==> src/rtl/quad_decoder_if.sv <==
// Encoder pins, control strobes and position/velocity results of quad_decoder.
// master = register/SPI side plus the encoder pins, slave = the decoder.
interface quad_decoder_if #(
  parameter int COUNT_WIDTH = 32,
  parameter int VEL_WIDTH   = 16
);
  logic                   quad_a;
  logic                   quad_b;
  logic                   index;
  logic                   index_clear_en;
  logic                   preset_load;
  logic [COUNT_WIDTH-1:0] preset_value;
  logic                   error_clear;
  logic [COUNT_WIDTH-1:0] count;
  logic                   direction;
  logic [VEL_WIDTH-1:0]   velocity;
  logic                   velocity_valid;
  logic                   error;

  modport master (
    output quad_a, quad_b, index, index_clear_en, preset_load, preset_value, error_clear,
    input  count, direction, velocity, velocity_valid, error
  );

  modport slave (
    input  quad_a, quad_b, index, index_clear_en, preset_load, preset_value, error_clear,
    output count, direction, velocity, velocity_valid, error
  );
endinterface

==> src/rtl/quad_decoder.sv <==
// 4x quadrature decoder: synchronised and glitch-filtered A/B/index, wrapping
// position counter with preset/index zeroing, sticky error and windowed velocity.
module quad_decoder #(
  parameter int COUNT_WIDTH = 32,
  parameter int FILTER_LEN  = 3,
  parameter int VEL_PERIOD  = 16000,
  parameter int VEL_WIDTH   = 16
) (
  input  logic           clk,
  input  logic           reset_n,
  quad_decoder_if.slave  bus
);

  localparam int FCW = (FILTER_LEN > 1) ? $clog2(FILTER_LEN) : 1;
  localparam int PCW = $clog2(VEL_PERIOD);
  localparam longint VMAX_L = (longint'(1) <<< (VEL_WIDTH - 1)) - 1;
  localparam longint VMIN_L = -(longint'(1) <<< (VEL_WIDTH - 1));
  localparam logic signed [COUNT_WIDTH:0] VMAX = (COUNT_WIDTH + 1)'(VMAX_L);
  localparam logic signed [COUNT_WIDTH:0] VMIN = (COUNT_WIDTH + 1)'(VMIN_L);

  // channel order: bit 0 = A, bit 1 = B, bit 2 = index
  logic [2:0] pin_w;
  logic [2:0] sync1_q;
  logic [2:0] sync2_q;
  logic [2:0] filt_w;
  logic [2:0] prev_q;

  assign pin_w = {bus.index, bus.quad_b, bus.quad_a};

  always_ff @(posedge clk) begin
    sync1_q <= pin_w;
    sync2_q <= sync1_q;
  end

  genvar gi;
  generate
    for (gi = 0; gi < 3; gi++) begin : g_filter
      logic [FCW-1:0] fcnt_q;
      logic           filt_q;

      always_ff @(posedge clk) begin
        if (!reset_n) begin
          fcnt_q <= '0;
          filt_q <= sync2_q[gi];
        end else if (sync2_q[gi] == filt_q) begin
          fcnt_q <= '0;
        end else if (fcnt_q == FCW'(FILTER_LEN - 1)) begin
          filt_q <= sync2_q[gi];
          fcnt_q <= '0;
        end else begin
          fcnt_q <= fcnt_q + FCW'(1);
        end
      end

      assign filt_w[gi] = filt_q;
    end
  endgenerate

  always_ff @(posedge clk) begin
    if (!reset_n) prev_q <= sync2_q;
    else          prev_q <= filt_w;
  end

  // Gray position along the forward cycle 00->10->11->01, as {B, A^B}
  logic [1:0] pos_new_w;
  logic [1:0] pos_old_w;
  logic [1:0] delta_w;
  logic       step_fwd_w;
  logic       step_rev_w;
  logic       illegal_w;
  logic       index_clr_w;
  logic       load_evt_w;

  assign pos_new_w   = {filt_w[1], filt_w[0] ^ filt_w[1]};
  assign pos_old_w   = {prev_q[1], prev_q[0] ^ prev_q[1]};
  assign delta_w     = pos_new_w - pos_old_w;
  assign step_fwd_w  = (delta_w == 2'd1);
  assign step_rev_w  = (delta_w == 2'd3);
  assign illegal_w   = (delta_w == 2'd2);
  assign index_clr_w = bus.index_clear_en & filt_w[2] & ~prev_q[2];
  assign load_evt_w  = bus.preset_load | index_clr_w;

  logic [COUNT_WIDTH-1:0] count_q, count_d;
  logic                   dir_q, dir_d;
  logic                   err_q, err_d;

  always_comb begin
    count_d = count_q;
    dir_d   = dir_q;
    err_d   = err_q;
    if (bus.preset_load)    count_d = bus.preset_value;
    else if (index_clr_w)   count_d = '0;
    else if (step_fwd_w)    count_d = count_q + COUNT_WIDTH'(1);
    else if (step_rev_w)    count_d = count_q - COUNT_WIDTH'(1);
    if (step_fwd_w)         dir_d = 1'b1;
    else if (step_rev_w)    dir_d = 1'b0;
    if (illegal_w)          err_d = 1'b1;
    else if (bus.error_clear) err_d = 1'b0;
  end

  logic [PCW-1:0]         per_q;
  logic                   per_last_w;
  logic [COUNT_WIDTH-1:0] snap_q;
  logic                   win_inv_q;
  logic                   win_bad_w;
  logic [VEL_WIDTH-1:0]   vel_q;
  logic [VEL_WIDTH-1:0]   vel_sat_w;
  logic                   vvalid_q;
  logic signed [COUNT_WIDTH:0] diff_w;

  assign per_last_w = (per_q == PCW'(VEL_PERIOD - 1));
  // a preset/index clear on the closing cycle itself also spoils the window
  assign win_bad_w  = win_inv_q | load_evt_w;
  assign diff_w     = $signed({count_d[COUNT_WIDTH-1], count_d})
                    - $signed({snap_q[COUNT_WIDTH-1], snap_q});

  always_comb begin
    vel_sat_w = diff_w[VEL_WIDTH-1:0];
    if (diff_w > VMAX)      vel_sat_w = VMAX[VEL_WIDTH-1:0];
    else if (diff_w < VMIN) vel_sat_w = VMIN[VEL_WIDTH-1:0];
  end

  always_ff @(posedge clk) begin
    if (!reset_n) begin
      count_q   <= '0;
      dir_q     <= 1'b0;
      err_q     <= 1'b0;
      per_q     <= '0;
      snap_q    <= '0;
      win_inv_q <= 1'b0;
      vel_q     <= '0;
      vvalid_q  <= 1'b0;
    end else begin
      count_q  <= count_d;
      dir_q    <= dir_d;
      err_q    <= err_d;
      vvalid_q <= 1'b0;
      if (per_last_w) begin
        per_q     <= '0;
        snap_q    <= count_d;
        win_inv_q <= 1'b0;
        if (!win_bad_w) begin
          vel_q    <= vel_sat_w;
          vvalid_q <= 1'b1;
        end
      end else begin
        per_q     <= per_q + PCW'(1);
        win_inv_q <= win_bad_w;
      end
    end
  end

  assign bus.count          = count_q;
  assign bus.direction      = dir_q;
  assign bus.error          = err_q;
  assign bus.velocity       = vel_q;
  assign bus.velocity_valid = vvalid_q;

endmodule

==> src/flat_wrapper.sv <==
// flat-port wrapper written by rule: the top's interface ports become plain ports
module quad_decoder_flat 
#(
  parameter int COUNT_WIDTH = 32,
  parameter int FILTER_LEN  = 3,
  parameter int VEL_PERIOD  = 16000,
  parameter int VEL_WIDTH   = 16
)
  (clk, reset_n, bus_quad_a, bus_quad_b, bus_index, bus_index_clear_en, bus_preset_load, bus_preset_value, bus_error_clear, bus_count, bus_direction, bus_velocity, bus_velocity_valid, bus_error);
  quad_decoder_if #(.COUNT_WIDTH(COUNT_WIDTH), .VEL_WIDTH(VEL_WIDTH)) bus_i ();
  input  logic clk;
  input  logic reset_n;
  input wire logic [$bits(bus_i.quad_a)-1:0] bus_quad_a;
  input wire logic [$bits(bus_i.quad_b)-1:0] bus_quad_b;
  input wire logic [$bits(bus_i.index)-1:0] bus_index;
  input wire logic [$bits(bus_i.index_clear_en)-1:0] bus_index_clear_en;
  input wire logic [$bits(bus_i.preset_load)-1:0] bus_preset_load;
  input wire logic [$bits(bus_i.preset_value)-1:0] bus_preset_value;
  input wire logic [$bits(bus_i.error_clear)-1:0] bus_error_clear;
  output wire logic [$bits(bus_i.count)-1:0] bus_count;
  output wire logic [$bits(bus_i.direction)-1:0] bus_direction;
  output wire logic [$bits(bus_i.velocity)-1:0] bus_velocity;
  output wire logic [$bits(bus_i.velocity_valid)-1:0] bus_velocity_valid;
  output wire logic [$bits(bus_i.error)-1:0] bus_error;
  assign bus_i.quad_a = bus_quad_a;
  assign bus_i.quad_b = bus_quad_b;
  assign bus_i.index = bus_index;
  assign bus_i.index_clear_en = bus_index_clear_en;
  assign bus_i.preset_load = bus_preset_load;
  assign bus_i.preset_value = bus_preset_value;
  assign bus_i.error_clear = bus_error_clear;
  assign bus_count = bus_i.count;
  assign bus_direction = bus_i.direction;
  assign bus_velocity = bus_i.velocity;
  assign bus_velocity_valid = bus_i.velocity_valid;
  assign bus_error = bus_i.error;
  quad_decoder #(.COUNT_WIDTH(COUNT_WIDTH), .FILTER_LEN(FILTER_LEN), .VEL_PERIOD(VEL_PERIOD), .VEL_WIDTH(VEL_WIDTH)) u_core (.clk(clk), .reset_n(reset_n), .bus(bus_i));
endmodule
==> config.mk <==
export PLATFORM = sky130hd
export DESIGN_NAME = quad_decoder_flat
export DESIGN_NICKNAME = d
export VERILOG_FILES = /design/src/rtl/quad_decoder_if.sv /design/src/rtl/quad_decoder.sv /design/src/flat_wrapper.sv
export SDC_FILE = /design/constraint.sdc
export NUM_CORES = 1
export LEC_CHECK = 0
export ABC_AREA = 1
export BUFFER_PORTS_ARGS = -buffer_cell sky130_fd_sc_hd__buf_2
export CAP_MARGIN = 10
export CORE_MARGIN = 4
export CORE_UTILIZATION = 40
export DETAILED_ROUTE_END_ITERATION = 10
export PLACE_DENSITY = 0.65
export REMOVE_ABC_BUFFERS = 1
export SLEW_MARGIN = 5
export SYNTH_ARGS = -nofsm -noshare
export SYNTH_HDL_FRONTEND = slang
export SYNTH_SLANG_ARGS = --single-unit
==> constraint.sdc <==
create_clock -name clk -period 10.7 [get_ports clk]
set_input_delay 0.535 -clock clk [delete_from_list [all_inputs] [get_ports clk]]
set_output_delay 0.535 -clock clk [all_outputs]
set_load 0.005 [all_outputs]
# After elaboration in Yosys (flattened, before gate mapping)
# Cells that the tools add are included.
# W data, S select, Z words.
dict set report classes {
  addsub 8
  div_mod_pow 0
  reduce_logical 11
  shifts 0
  n_eq_ne 16
  n_bitwise 9
  mux 21
  mul 0
  n_lt_le_gt_ge 2
}
# operator n
set op_table {}
lappend op_table {{$mux W32} 4}
lappend op_table {{$gt A33 B16 Y1 const B} 1}
lappend op_table {{$lt A33 B16 Y1 const B} 1}
lappend op_table {{$sub A32 B32 Y33} 1}
lappend op_table {{$add A32 B1 Y32 const B} 1}
lappend op_table {{$mux W16} 2}
lappend op_table {{$sub A32 B1 Y32 const B} 1}
lappend op_table {{$add A14 B1 Y14 const B} 1}
lappend op_table {{$eq A14 B14 Y1 const B} 1}
lappend op_table {{$mux W1} 14}
lappend op_table {{$eq A2 B2 Y1 const B} 5}
lappend op_table {{$reduce_and A2 Y1} 5}
lappend op_table {{$reduce_or A3 Y1} 3}
lappend op_table {{$add A2 B1 Y2 const B} 3}
lappend op_table {{$ne A2 B1 Y1 const B} 3}
lappend op_table {{$ne A2 B2 Y1 const B} 3}
lappend op_table {{$reduce_bool A2 Y1} 2}
lappend op_table {{$eq A1 B1 Y1} 3}
lappend op_table {{$mux W3} 1}
lappend op_table {{$not A1 Y1} 3}
lappend op_table {{$and A1 B1 Y1} 2}
lappend op_table {{$eq A2 B1 Y1 const B} 1}
lappend op_table {{$or A1 B1 Y1} 2}
lappend op_table {{$reduce_or A2 Y1} 1}
lappend op_table {{2 further kinds} 3}
dict set report word_totals {
  mem_bits_ro 0
  word_cells 84
  ram_bits 0
  in_bits 40
  mem_count 0
  latch_bits 0
  reg_bits 116
}

# Longest topological paths before layout
# Gate-level depths: netlist of the first run.
dict set report depth {
  depth_word 11
  ltp_mapped 34
  mapped_depth_nobuf 32
}

# Worst setup path before layout of the first run
# OpenSTA, ideal clock, no wires.
dict set report synth_timing {
  path_type {register to register}
  startpoint {register u_core.g_filter[1].filt_q}
  endpoint {register u_core.vel_q[10] (netlist: u_core.bus.velocity[10])}
  setup_ns 0.118
  slack_ns 6.639
  t_arrival_ns 3.942
  stages_incl_launch_ff 27
  path_cell_list {edfxtp_1 > buf_2 > xnor2_1 > ha_1 > inv_1 > nand2_1 > buf_2 > o21ai_0 > or2_2 > a32oi_1 > inv_1 > ha_1 > nand2_1 > inv_1 > a21oi_1 > nand2_2 > nand2_1 > nand2_2 > nand3b_2 > nand2_1 > nand2_1 > nand2_1 > nor3_2 > nand2_1 > a21oi_4 > buf_6 > a21oi_2}
}
dict set report synth_via {
  elab_chain_cells 11
  elab_cells_between_ends 13
  cone_classes {add/sub (2); order compare (2); eq/ne (2); mux (6); bitwise (1)}
}
# element line_no
set synth_lines {}
lappend synth_lines {{start: declaration} quad_decoder.sv:39} ;# logic filt_q;
lappend synth_lines {{start signal: assignment} quad_decoder.sv:44} ;# filt_q <= sync2_q[gi];
lappend synth_lines {{start signal: assignment} quad_decoder.sv:48} ;# filt_q <= sync2_q[gi];
lappend synth_lines {{$xor A1 B1 Y1} quad_decoder.sv:74} ;# assign pos_new_w = {filt_w[1], filt_w[0] ^ filt_w[1]};
lappend synth_lines {{$sub A2 B2 Y2 (*)} quad_decoder.sv:76} ;# assign delta_w = pos_new_w - pos_old_w;
lappend synth_lines {{$eq A2 B2 Y1} quad_decoder.sv:78} ;# assign step_rev_w = (delta_w == 2'd3);
lappend synth_lines {{$mux W32} quad_decoder.sv:94} ;# else if (step_rev_w) count_d = count_q - COUNT_WIDTH'(1);
lappend synth_lines {{$mux W32 (*)} quad_decoder.sv:93} ;# else if (step_fwd_w) count_d = count_q + COUNT_WIDTH'(1);
lappend synth_lines {{$mux W32 (*)} quad_decoder.sv:92} ;# else if (index_clr_w) count_d = '0;
lappend synth_lines {{$mux W32 (*)} quad_decoder.sv:91} ;# if (bus.preset_load) count_d = bus.preset_value;
lappend synth_lines {{via u_core.count_d[5]} quad_decoder.sv:83} ;# logic [COUNT_WIDTH-1:0] count_q, count_d;
lappend synth_lines {{$sub A32 B32 Y33 (*)} quad_decoder.sv:115} ;# - $signed({snap_q[COUNT_WIDTH-1], snap_q});
lappend synth_lines {{$lt A33 B16 Y1} quad_decoder.sv:120} ;# else if (diff_w < VMIN) vel_sat_w = VMIN[VEL_WIDTH-1:0];
lappend synth_lines {{$mux W16} quad_decoder.sv:120}
lappend synth_lines {{$mux W16 (*)} quad_decoder.sv:119} ;# if (diff_w > VMAX) vel_sat_w = VMAX[VEL_WIDTH-1:0];
lappend synth_lines {{end signal: assignment} quad_decoder.sv:143} ;# vel_q <= vel_sat_w;
lappend synth_lines {{end: declaration} quad_decoder.sv:106} ;# logic [VEL_WIDTH-1:0] vel_q;
# Mark *: on every way through the listed nets, which the timed path passes. The rest lies on a longest branch.
# A chain may end at the register's enable or synchronous reset.

# Worst setup path after layout of the first run
dict set report layout_timing {
  startpoint {register u_core.g_filter[1].filt_q}
  endpoint {register u_core.vel_q[1] (netlist: u_core.bus.velocity[1])}
}
# The elaborated chain is that of the path after synthesis.

==> reports/qor.yml, run 1 <==
reg2reg_slack_ps: 5040
numCtsBuffers: 17
drive_above_1_share_pct: 12.2
final_net_count: 1647
overflow: 0
p_switching_uw: 684
cts_tree: "yes"
antenna_cells: 0
rr_worst_depth: 25
pwr-share-clk_pct: 35.1
cts_resized: 0
insertion_delay_ps: 420
synthCells: 1495
antenna_found_initial: 0
place_inst: 1828
cts_max_path_buffers: 2
final_cells: 1860
fillers: 2388
drc: 0
finalHoldViolCount: 0
die_h_um: 158
ant_nets: 0
hp-class: "input port to flop"
grt_pass1_vias: 8746
hold_depth: 1
placed_area_mm2: 0.00963
relSlewSlack_pct: 32.0
r2r-start: "u_core.g_filter[1].filt_q"
drt_iter0_drc: 612
core_mm2: 0.0220
r2r-end: "u_core.bus.velocity[1]"
pwr-share-comb_pct: 36.1
synth_warnings: 0
min_to: "u_core.sync1_q[1]"
fp.dieArea_mm2: 0.0249
grt_max_degree: 43
cp.arrival_ps: 5940
rows: 54
viasPerCell: 5.10
power.density_mw_per_mm2: 165
ys_types: 45
hold_buffers: 0
maxSlewViolCount: 0
worst_ep_required_time_ps: 10980
regArea_mm2: 0.00235
status: "finished, final reports clean"
clkTransAtPathRegs_ps: 60
io_buffers: 90
area.growth.synth_to_final_pct: 14.2
track_usage_pct: 22.7
grt_pass1_wl_um: 44500
path_class: "flop to flop"
fin_crit_ps: 5660
start_kind: "flop"
setup_viol: 0
syn_area_mm2: 0.00896
post_cts_buffers: 0
initial_core_util_pct: 40.8
synth_seq_cells: 116
dr.pass1.iters: 6
fin_skew_ps: 8.30
io_pins: 91
cap_violations: 0
swShare_pct: 40.4
final_area_mm2: 0.0102
yosys_most_used_dff: "dfxtp_1"
cts_max_level: 4
gp_congestion: 0.974
chipWidth_um: 158
synth_edf_count: 3
worstSetupEndpointType: "flop"
rsz0062_at_grt: "no"
wl_per_cell_um: 15.1
root_buffer: "clkbuf_16"
crit_fanout: 25
max_freq_mhz: 177
ir_drop_mv: 0.0887
totalWireLength_um: 28200
min_from: "bus_quad_b"
sequentialPowerShare_pct: 28.8
clock_sinks: 116
hpwl_um: 22700
syn_avg_cell_area_um2: 5.99
fin_setup_tns_ps: 0
p_int_uw: 1010
multi_input_area_mm2: 0.00552
vias: 9477
period_share_pct: 52.9
synthArstFlopShare_pct: 0
tightestPinTransition_ps: 1020
seq_area_frac_synth_pct: 26.3
p_leak_uw: 0.00506
==> worst max-delay path by stage <==
stage	from	endpoint	slack [ps]	cells after the start
3_5_place_dp	u_core.g_filter[1].filt_q	u_core.bus.velocity[0]	5130	25
5_1_grt	u_core.g_filter[1].filt_q	u_core.bus.velocity[2]	4490	25
4_1_cts	u_core.g_filter[1].filt_q	u_core.bus.velocity[0]	5110	25
3_3_place_gp	u_core.g_filter[1].filt_q	u_core.bus.velocity[4]	5220	25
6_report	u_core.g_filter[1].filt_q	u_core.bus.velocity[1]	5040	25
2_1_floorplan	u_core.g_filter[1].filt_q	u_core.bus.velocity[0]	6260	25
==> final cells by class <==
cell class	count	share of cell area, %
Clock buffer	17	4.16
Clock inverter	15	1.76
Inverter	237	8.70
Sequential cell	116	23.0
Tap cell	280	3.42
Multi-Input combinational cell	1097	54.0
Timing Repair Buffer	98	4.99
==> cell usage after synthesis, drive strengths merged, types with 2 or more instances <==
cell type	n	area share, %
o21a	2	0.17
o31ai	2	0.17
o211ai	2	0.17
o22ai	30	2.1
buf	10	0.70
a21oi	77	4.9
nand4	27	1.9
nand3b	4	0.38
xor2	35	3.5
nor2	187	8.1
o21bai	3	0.25
dfxtp	113	25
inv	236	9.9
nand3	98	5.5
xnor2	15	1.5
nor3	30	2.0
o21ai	68	3.8
or2	11	0.77
ha	39	5.4
nor4	6	0.42
a32oi	5	0.49
nand2	450	19
clkbuf	35	1.5
edfxtp	3	1.0
a21o	2	0.17
and2	2	0.14
==> power groups by stage <==
stage	clock network, uW	registers [uW]	logic, uW
after detailed placement	0	496	601
after global routing	628	490	692
after CTS	607	486	606
after global placement	0	495	600
final	593	487	611
after floorplan	0	487	431
==> worst max-delay path: stages (launching register included) <==
cell,delay [ps]
edfxtp_1,490
xnor2_1,180
ha_1,410
inv_1,100
nand2_1,710
inv_2,340
nand2_1,160
o21ai_0,150
o21ai_0,250
o21ai_0,220
ha_1,530
nand2_1,80
nor2_1,140
nand2_1,60
nand3_1,150
nand2_1,70
nand2_1,120
nand2_1,160
nand3_1,120
nand2_1,60
nor2_1,130
nand3_1,90
nor2_1,90
nand2_1,100
a21oi_4,470
a21oi_1,130
==> cell families (layout without fill, tap and decap cells) <==
logic type | count (synthesis) | after routing | share of synthesized area [%]
adders and majority gates | 40 | 40 | 5.67
xor gates and xnor gates | 50 | 50 | 4.97
and+or+nand+nor | 815 | 815 | 38.6
AOI/OAI and AO/OA | 192 | 192 | 12.4
buffers and inverters | 282 | 367 | 12.1
DFF | 116 | 116 | 26.3
==> per-layer routing <==
| layer | routed length (um) | GRT usage (%) | part of all wire (%) |
|---|---|---|---|
| met5 | 0 | 0 | 0 |
| met4 | 866 | 8.36 | 3.1 |
| met3 | 1750 | 3.25 | 6.2 |
| met2 | 12500 | 36.5 | 44 |
| met1 | 13000 | 31.1 | 46 |
==> placed cells by master (no fill, tap or decap), types with 10 or more instances in the layout <==
| master | instances |
|---|---|
| nand4_1 | 27 |
| o21ai_0 | 65 |
| nand3_1 | 97 |
| nor3_1 | 24 |
| buf_2 | 90 |
| nor2_1 | 180 |
| nand2_2 | 16 |
| a21oi_2 | 12 |
| dfxtp_1 | 113 |
| xnor2_1 | 15 |
| clkbuf_16 | 17 |
| ha_1 | 39 |
| or2_2 | 10 |
| nand2_1 | 433 |
| inv_1 | 231 |
| xor2_1 | 34 |
| o22ai_1 | 30 |
| a21oi_1 | 64 |
==> per-stage QoR <==
step	setup WS, ps	power, uW	hold slack, ps	util [%]
finish	5040	1690	217	46.6
floorplan	6260	918	310	-
CTS	5110	1700	200	46.6
global placement	5220	1090	313	43.8
global route	4490	1810	208	46.6
detailed placement	5130	1100	312	43.8
==> state kept, by name, indices dropped and copies added (netlist names), 3 cells and up <==
register,cells
u_core.prev_q,3
u_core.per_q,14
u_core.snap_q,32
u_core.bus.count,32
u_core.g_filter.fcnt_q,6
u_core.sync2_q,3
u_core.g_filter.filt_q,3
u_core.sync1_q,3
u_core.bus.velocity,16
(Power assumes the default switching activity.)
==> run 2: changes to the inputs <==
Clock period 10.7 ns to 5.4 ns, I/O delays scaled along.
==> reports/qor.yml, run 2 (synthesis results as in run 1) <==
status: "finished, final reports clean"  # unchanged
relSlewSlack_pct: 30.0  # was 32.0%
clock_sinks: 116  # unchanged
drt_iter0_drc: 745  # was 612
overflow: 0  # unchanged
power.density_mw_per_mm2: 323  # was 165 mW/mm2
drc: 0  # unchanged
ir_drop_mv: 0.181  # was 0.0887 mV
insertion_delay_ps: 430  # was 420 ps
initial_core_util_pct: 40.8  # unchanged
cp_common_cell: "nand2_1"  # unchanged
vias: 9641  # was 9477
antenna_found_initial: 0  # unchanged
root_buffer: "clkbuf_16"  # unchanged
post-route-util_pct: 46.9  # was 46.6%
crit_slowest_cell: "edfxtp_1"  # was nand2_1
tightestPinTransition_ps: 1050  # was 1020 ps
rows: 54  # unchanged
wl_per_cell_um: 14.9  # was 15.1 um
path_class: "flop to flop"  # unchanged
rsz0062_at_grt: "no"  # unchanged
hpwl_um: 22100  # was 22700 um
crit_fanout: 18  # was 25
fin_crit_ps: 4910  # was 5660 ps
drive_above_1_share_pct: 12.4  # was 12.2%
worst_ep_required_time_ps: 5700  # was 10980 ps
die_h_um: 158  # unchanged
dr.pass1.iters: 5  # was 6
numCtsBuffers: 17  # unchanged
cap_violations: 0  # unchanged
maxSlewViolCount: 0  # unchanged
fin_setup_tns_ps: 0  # unchanged
totalWireLength_um: 27900  # was 28200 um
grt_pass1_wl_um: 43700  # was 44500 um
chipWidth_um: 158  # unchanged
worst_slack_ps: 488  # was 5040 ps
max_freq_mhz: 204  # was 177 MHz
final_common_cell: "nand2_1"  # unchanged
power_uw: 3330  # was 1690 uW
finalHoldViolCount: 0  # unchanged
setup_viol: 0  # unchanged
worst_path_largest_cell_delay_ps: 500  # was 710 ps
clkTransAtPathRegs_ps: 70  # was 60 ps
antenna_cells: 0  # unchanged
fin_skew_ps: 11.4  # was 8.30 ps
cp.arrival_ps: 5220  # was 5940 ps
cts_max_path_buffers: 2  # unchanged
fp.dieArea_mm2: 0.0249  # unchanged
worstSetupEndpointType: "flop"  # unchanged
ant_nets: 0  # unchanged
final_net_count: 1654  # was 1647
p_leak_uw: 0.00510  # was 0.00506 uW
place_ws_ps: 467  # was 5130 ps
cts_tree: "yes"  # unchanged
area.growth.synth_to_final_pct: 14.9  # was 14.2%
viasPerCell: 5.16  # was 5.10
io_pins: 91  # unchanged
io_buffers: 90  # unchanged
hp-class: "input port to flop"  # unchanged
period_share_pct: 91.0  # was 52.9%
grt_pass1_vias: 8739  # was 8746
core_mm2: 0.0220  # unchanged
start_kind: "flop"  # unchanged
grt_max_degree: 44  # was 43
gp_congestion: 0.935  # was 0.974
track_usage_pct: 22.1  # was 22.7%
post_cts_buffers: 0  # unchanged
cts_max_level: 4  # unchanged
final_cell_mix: "nand2_1 (432), inv_1 (231), nor2_1 (180), dfxtp_1 (113), nand3_1 (97)"  # was nand2_1 (433), inv_1 (231), nor2_1 (180), dfxtp_1 (113), nand3_1 (97)
run 2: cell types whose count changed in the layout (fill, tap and decap cells not counted), sizes merged:
cell         change
clkinv           +5
inv              -2
buf              +4
dlygate4sd3      +3
clkinvlp         -1
bufinv           -2
run 2: layout make-up:
class / count / area, um2
clock buffers: 17 / 425
flip-flops and latches: 116 / 2350
fillers: 2321 / 11700
well taps: 280 / 350
inverters: 237 / 890
repair buffers: 105 / 574
multi-input cells: 1097 / 5530
clock inverters: 15 / 176
run 2: final timing paths:
check | from | endpoint | slack (ps) | cells after the start
setup / recovery | u_core.g_filter[1].filt_q | u_core.bus.velocity[0] | 490 | 25
hold / removal | bus_error_clear | u_core.bus.error | 80 | 4
setup reg to reg | u_core.g_filter[1].filt_q | u_core.bus.velocity[0] | 490 | 25
hold reg to reg | u_core.sync1_q[2] | u_core.sync2_q[2] | 320 | 0
run 2: repair_timing:
item	in CTS	in global routing
setup endpoints to repair	0	1
hold endpoints to repair	3	0
resized for setup	0	2
hold buffers	3	0
run 2: layer usage:
metal / vias to the layer above / track usage [%] / wire (um)
li1: 4899 / - / -
met1: 4338 / 30.1 / 12900
met2: 352 / 35.3 / 12400
met3: 52 / 3.34 / 1720
met4: 0 / 8.40 / 860
met5: - / 0 / 0
run 2: report_power, final:
part | switching (uW) | internal (uW) | total, uW
logic | 816 | 401 | 1220
registers | 66.1 | 898 | 964
clock network | 520 | 627 | 1150
total | 1400 | 1930 | 3330
run 2: critical path, delay by kind of cell, from the launching register on:
family | cells | cell delay (ps)
and+or+nand+nor | 14 | 1930
xor gates and xnor gates | 1 | 180
buffers and inverters | 5 | 770
DFF | 1 | 500
adders and majority gates | 2 | 800
AOI/OAI and AO/OA | 3 | 590
run 2: stage by stage:
stage | cell area, um2 | std cells | hold slack, ps
2_1_floorplan | 8760 | 1450 | 298
3_3_place_gp | 9660 | 1832 | 313
3_5_place_dp | 9660 | 1832 | 312
4_1_cts | 10300 | 1867 | 81.1
5_1_grt | 10300 | 1867 | 100
6_report | 10300 | 1867 | 84.0
==> run 3: changes to the inputs <==
Settings changed: ABC_AREA 1 to 0.
==> reports/qor.yml, run 3 <==
grt_pass1_vias: 6491  # was 8739
final_net_count: 1126  # was 1654
crit_slowest_cell: "edfxtp_1"  # unchanged
drc: 0  # unchanged
area.growth.synth_to_final_pct: 29.4  # was 14.9%
cp.arrival_ps: 5520  # was 5220 ps
hp-class: "input port to flop"  # unchanged
path_class: "flop to flop"  # unchanged
final_common_cell: "dfxtp_1"  # was nand2_1
synth_edf_count: 3  # unchanged
final_cells: 1288  # was 1867
p_leak_uw: 0.00432  # was 0.00510 uW
yosys.area.top_type: "dfxtp_1"  # unchanged
whs_ps: 155  # was 84.0 ps
root_buffer: "clkbuf_16"  # unchanged
worst_path_largest_cell_delay_ps: 400  # was 500 ps
yosys.area.top_type_share_pct: 30.3  # was 25.3%
wl_per_cell_um: 14.8  # was 14.9 um
rsz0062_at_grt: "yes"  # was no
clock_sinks: 116  # unchanged
totalWireLength_um: 19100  # was 27900 um
place_inst: 1240  # was 1832
synthTopCellsByArea: "dfxtp_1 (30%), ha_1 (6.5%), xnor2_1 (4.6%), nand2_1 (3.5%), nor2b_1 (3.5%)"  # was dfxtp_1 (25%), nand2_1 (18%), inv_1 (9.7%), nor2_1 (7.5%), ha_1 (5.4%)
track_usage_pct: 18.3  # was 22.1%
synth_seq_cells: 116  # unchanged
antenna_found_initial: 0  # unchanged
syn_area_mm2: 0.00748  # was 0.00896 mm2
synth_warnings: 0  # unchanged
fin_crit_ps: 5160  # was 4910 ps
synthArstFlopShare_pct: 0  # unchanged
start_kind: "flop"  # unchanged
cts_tree: "yes"  # unchanged
rows: 49  # was 54
place_ws_ps: -21.4  # was 467 ps
seq_area_frac_synth_pct: 31.5  # was 26.3%
chipWidth_um: 145  # was 158 um
io_pins: 91  # unchanged
yosysMostFrequentCell: "dfxtp_1"  # was nand2_1
ant_nets: 0  # unchanged
overflow: 0  # unchanged
worstSetupEndpointType: "flop"  # unchanged
cts_max_level: 4  # unchanged
antenna_cells: 0  # unchanged
syn_avg_cell_area_um2: 8.38  # was 5.99 um2
cp_cell_sequence: "xnor2_1 > ha_1 > and4b_1 > nand2b_1 > or3_4 > buf_4 > nor2_2 > o21ai_0 > a32oi_2 > inv_1 > ha_2 > and2_2 > and3_2 > o211ai_2 > and4b_4 > nor4b_4 > or3_1 > nand4b_4 > o41ai_4 > buf_4 > buf_12 > nand3_1 > a21oi_1"
viasPerCell: 5.33  # was 5.16
ir_drop_mv: 0.219  # was 0.181 mV
grt_max_degree: 62  # was 44
synthCells: 892  # was 1495
crit_fanout: 8  # was 18
worst_slack_ps: 237  # was 488 ps
hpwl_um: 14000  # was 22100 um
cp_common_cell: "buf_4"  # was nand2_1
initial_core_util_pct: 41.2  # was 40.8%
vias: 6860  # was 9641
drt_iter0_drc: 300  # was 745
setup_viol: 0  # unchanged
clkTransAtPathRegs_ps: 50  # was 70 ps
numCtsBuffers: 17  # unchanged
core_mm2: 0.0181  # was 0.0220 mm2
insertion_delay_ps: 420  # was 430 ps
relSlewSlack_pct: 59.3  # was 30.0%
power.density_mw_per_mm2: 289  # was 323 mW/mm2
gp_congestion: 0.870  # was 0.935
status: "finished, final reports clean"  # unchanged
tightestPinTransition_ps: 610  # was 1050 ps
dr.pass1.iters: 5  # unchanged
maxSlewViolCount: 0  # unchanged
max_freq_mhz: 194  # was 204 MHz
final_cell_mix: "dfxtp_1 (113), buf_2 (90), buf_4 (78), nand2_1 (68), inv_1 (64)"  # was nand2_1 (432), inv_1 (231), nor2_1 (180), dfxtp_1 (113), nand3_1 (97)
yosys_most_used_dff: "dfxtp_1"  # unchanged
fp.dieArea_mm2: 0.0209  # was 0.0249 mm2
period_share_pct: 95.6  # was 91.0%
io_buffers: 90  # unchanged
die_h_um: 145  # was 158 um
ys_types: 79  # was 45
fin_skew_ps: 8.83  # was 11.4 ps
synth_common_cells: "dfxtp_1 (113), nand2_1 (70), inv_1 (64)"  # was nand2_1 (433), inv_1 (231), nor2_1 (180)
drive_above_1_share_pct: 29.5  # was 12.4%
worst_ep_required_time_ps: 5760  # was 5700 ps
grt_pass1_wl_um: 30800  # was 43700 um
cts_max_path_buffers: 2  # unchanged
post-route-util_pct: 53.3  # was 46.9%
cap_violations: 0  # unchanged
finalHoldViolCount: 0  # unchanged
## run 3: metrics by stage
stage | total power (uW) | setup TNS (ps) | instance area, um2
2_1_floorplan | 1430 | -432 | 7280
3_3_place_gp | 1660 | 0 | 8580
3_5_place_dp | 1660 | -21.4 | 8580
4_1_cts | 2750 | 0 | 9260
5_1_grt | 2940 | -671 | 9670
6_report | 2800 | 0 | 9670
## run 3: where the power goes
group	total (uW)	internal, uW	switching (uW)
Combinational	804	376	428
Clock	1070	671	400
Sequential	925	892	33.1
## run 3: per-layer routing
| layer | share of wire, % | track usage (%) |
|---|---|---|
| met2 | 47 | 30.9 |
| met1 | 46 | 22.8 |
| met5 | 0 | 0 |
| met3 | 5.2 | 4.50 |
| met4 | 2.0 | 5.94 |
## run 3: what timing repair did
| item | 4_1_cts | 5_1_grt |
|---|---|---|
| resized for setup | 7 | 65 |
| hold endpoints to repair | 3 | 0 |
| hold buffers | 3 | 0 |
| setup endpoints to repair | 15 | 15 |
| pin swaps | 5 | 24 |
| setup buffers | 3 | 8 |
| cloned | 1 | 1 |
## run 3: cell families after synthesis
family	count (synthesis)	synth area share (%)
buf+inv	105	5.86
xor+xnor	71	8.63
fa+ha+maj	40	6.79
simple gates	327	23.6
flops	116	31.5
mux	21	2.86
compound gates	212	20.8
## run 3: final timing paths
check | start | to | slack, ps | cells past startpoint
max | u_core.g_filter[1].filt_q | u_core.bus.velocity[2] | 240 | 23
min | bus_preset_value[19] | u_core.bus.count[19] | 160 | 3
max reg2reg | u_core.g_filter[1].filt_q | u_core.bus.velocity[2] | 240 | 23
min reg2reg | u_core.sync1_q[1] | u_core.sync2_q[1] | 320 | 0
## run 3: worst max-delay path, delay by kind of cell, from the launching register on
kind	cells	cell delay, ps
AND/OR/NAND/NOR	11	2320
AO/OA/AOI/OAI	5	910
XOR/XNOR	1	150
adder cells (fa/ha/maj)	2	710
flip-flops	1	400
buffers and inverters	4	580
## run 3: final cells by class
| class | instances | area (um2) |
|---|---|---|
| clock buffer | 21 | 440 |
| clock inverter | 11 | 111 |
| fill | 1710 | 8470 |
| inverter | 64 | 240 |
| multi-input combinational | 671 | 5070 |
| sequential | 116 | 2350 |
| tap | 229 | 287 |
| timing repair buffer | 176 | 1170 |
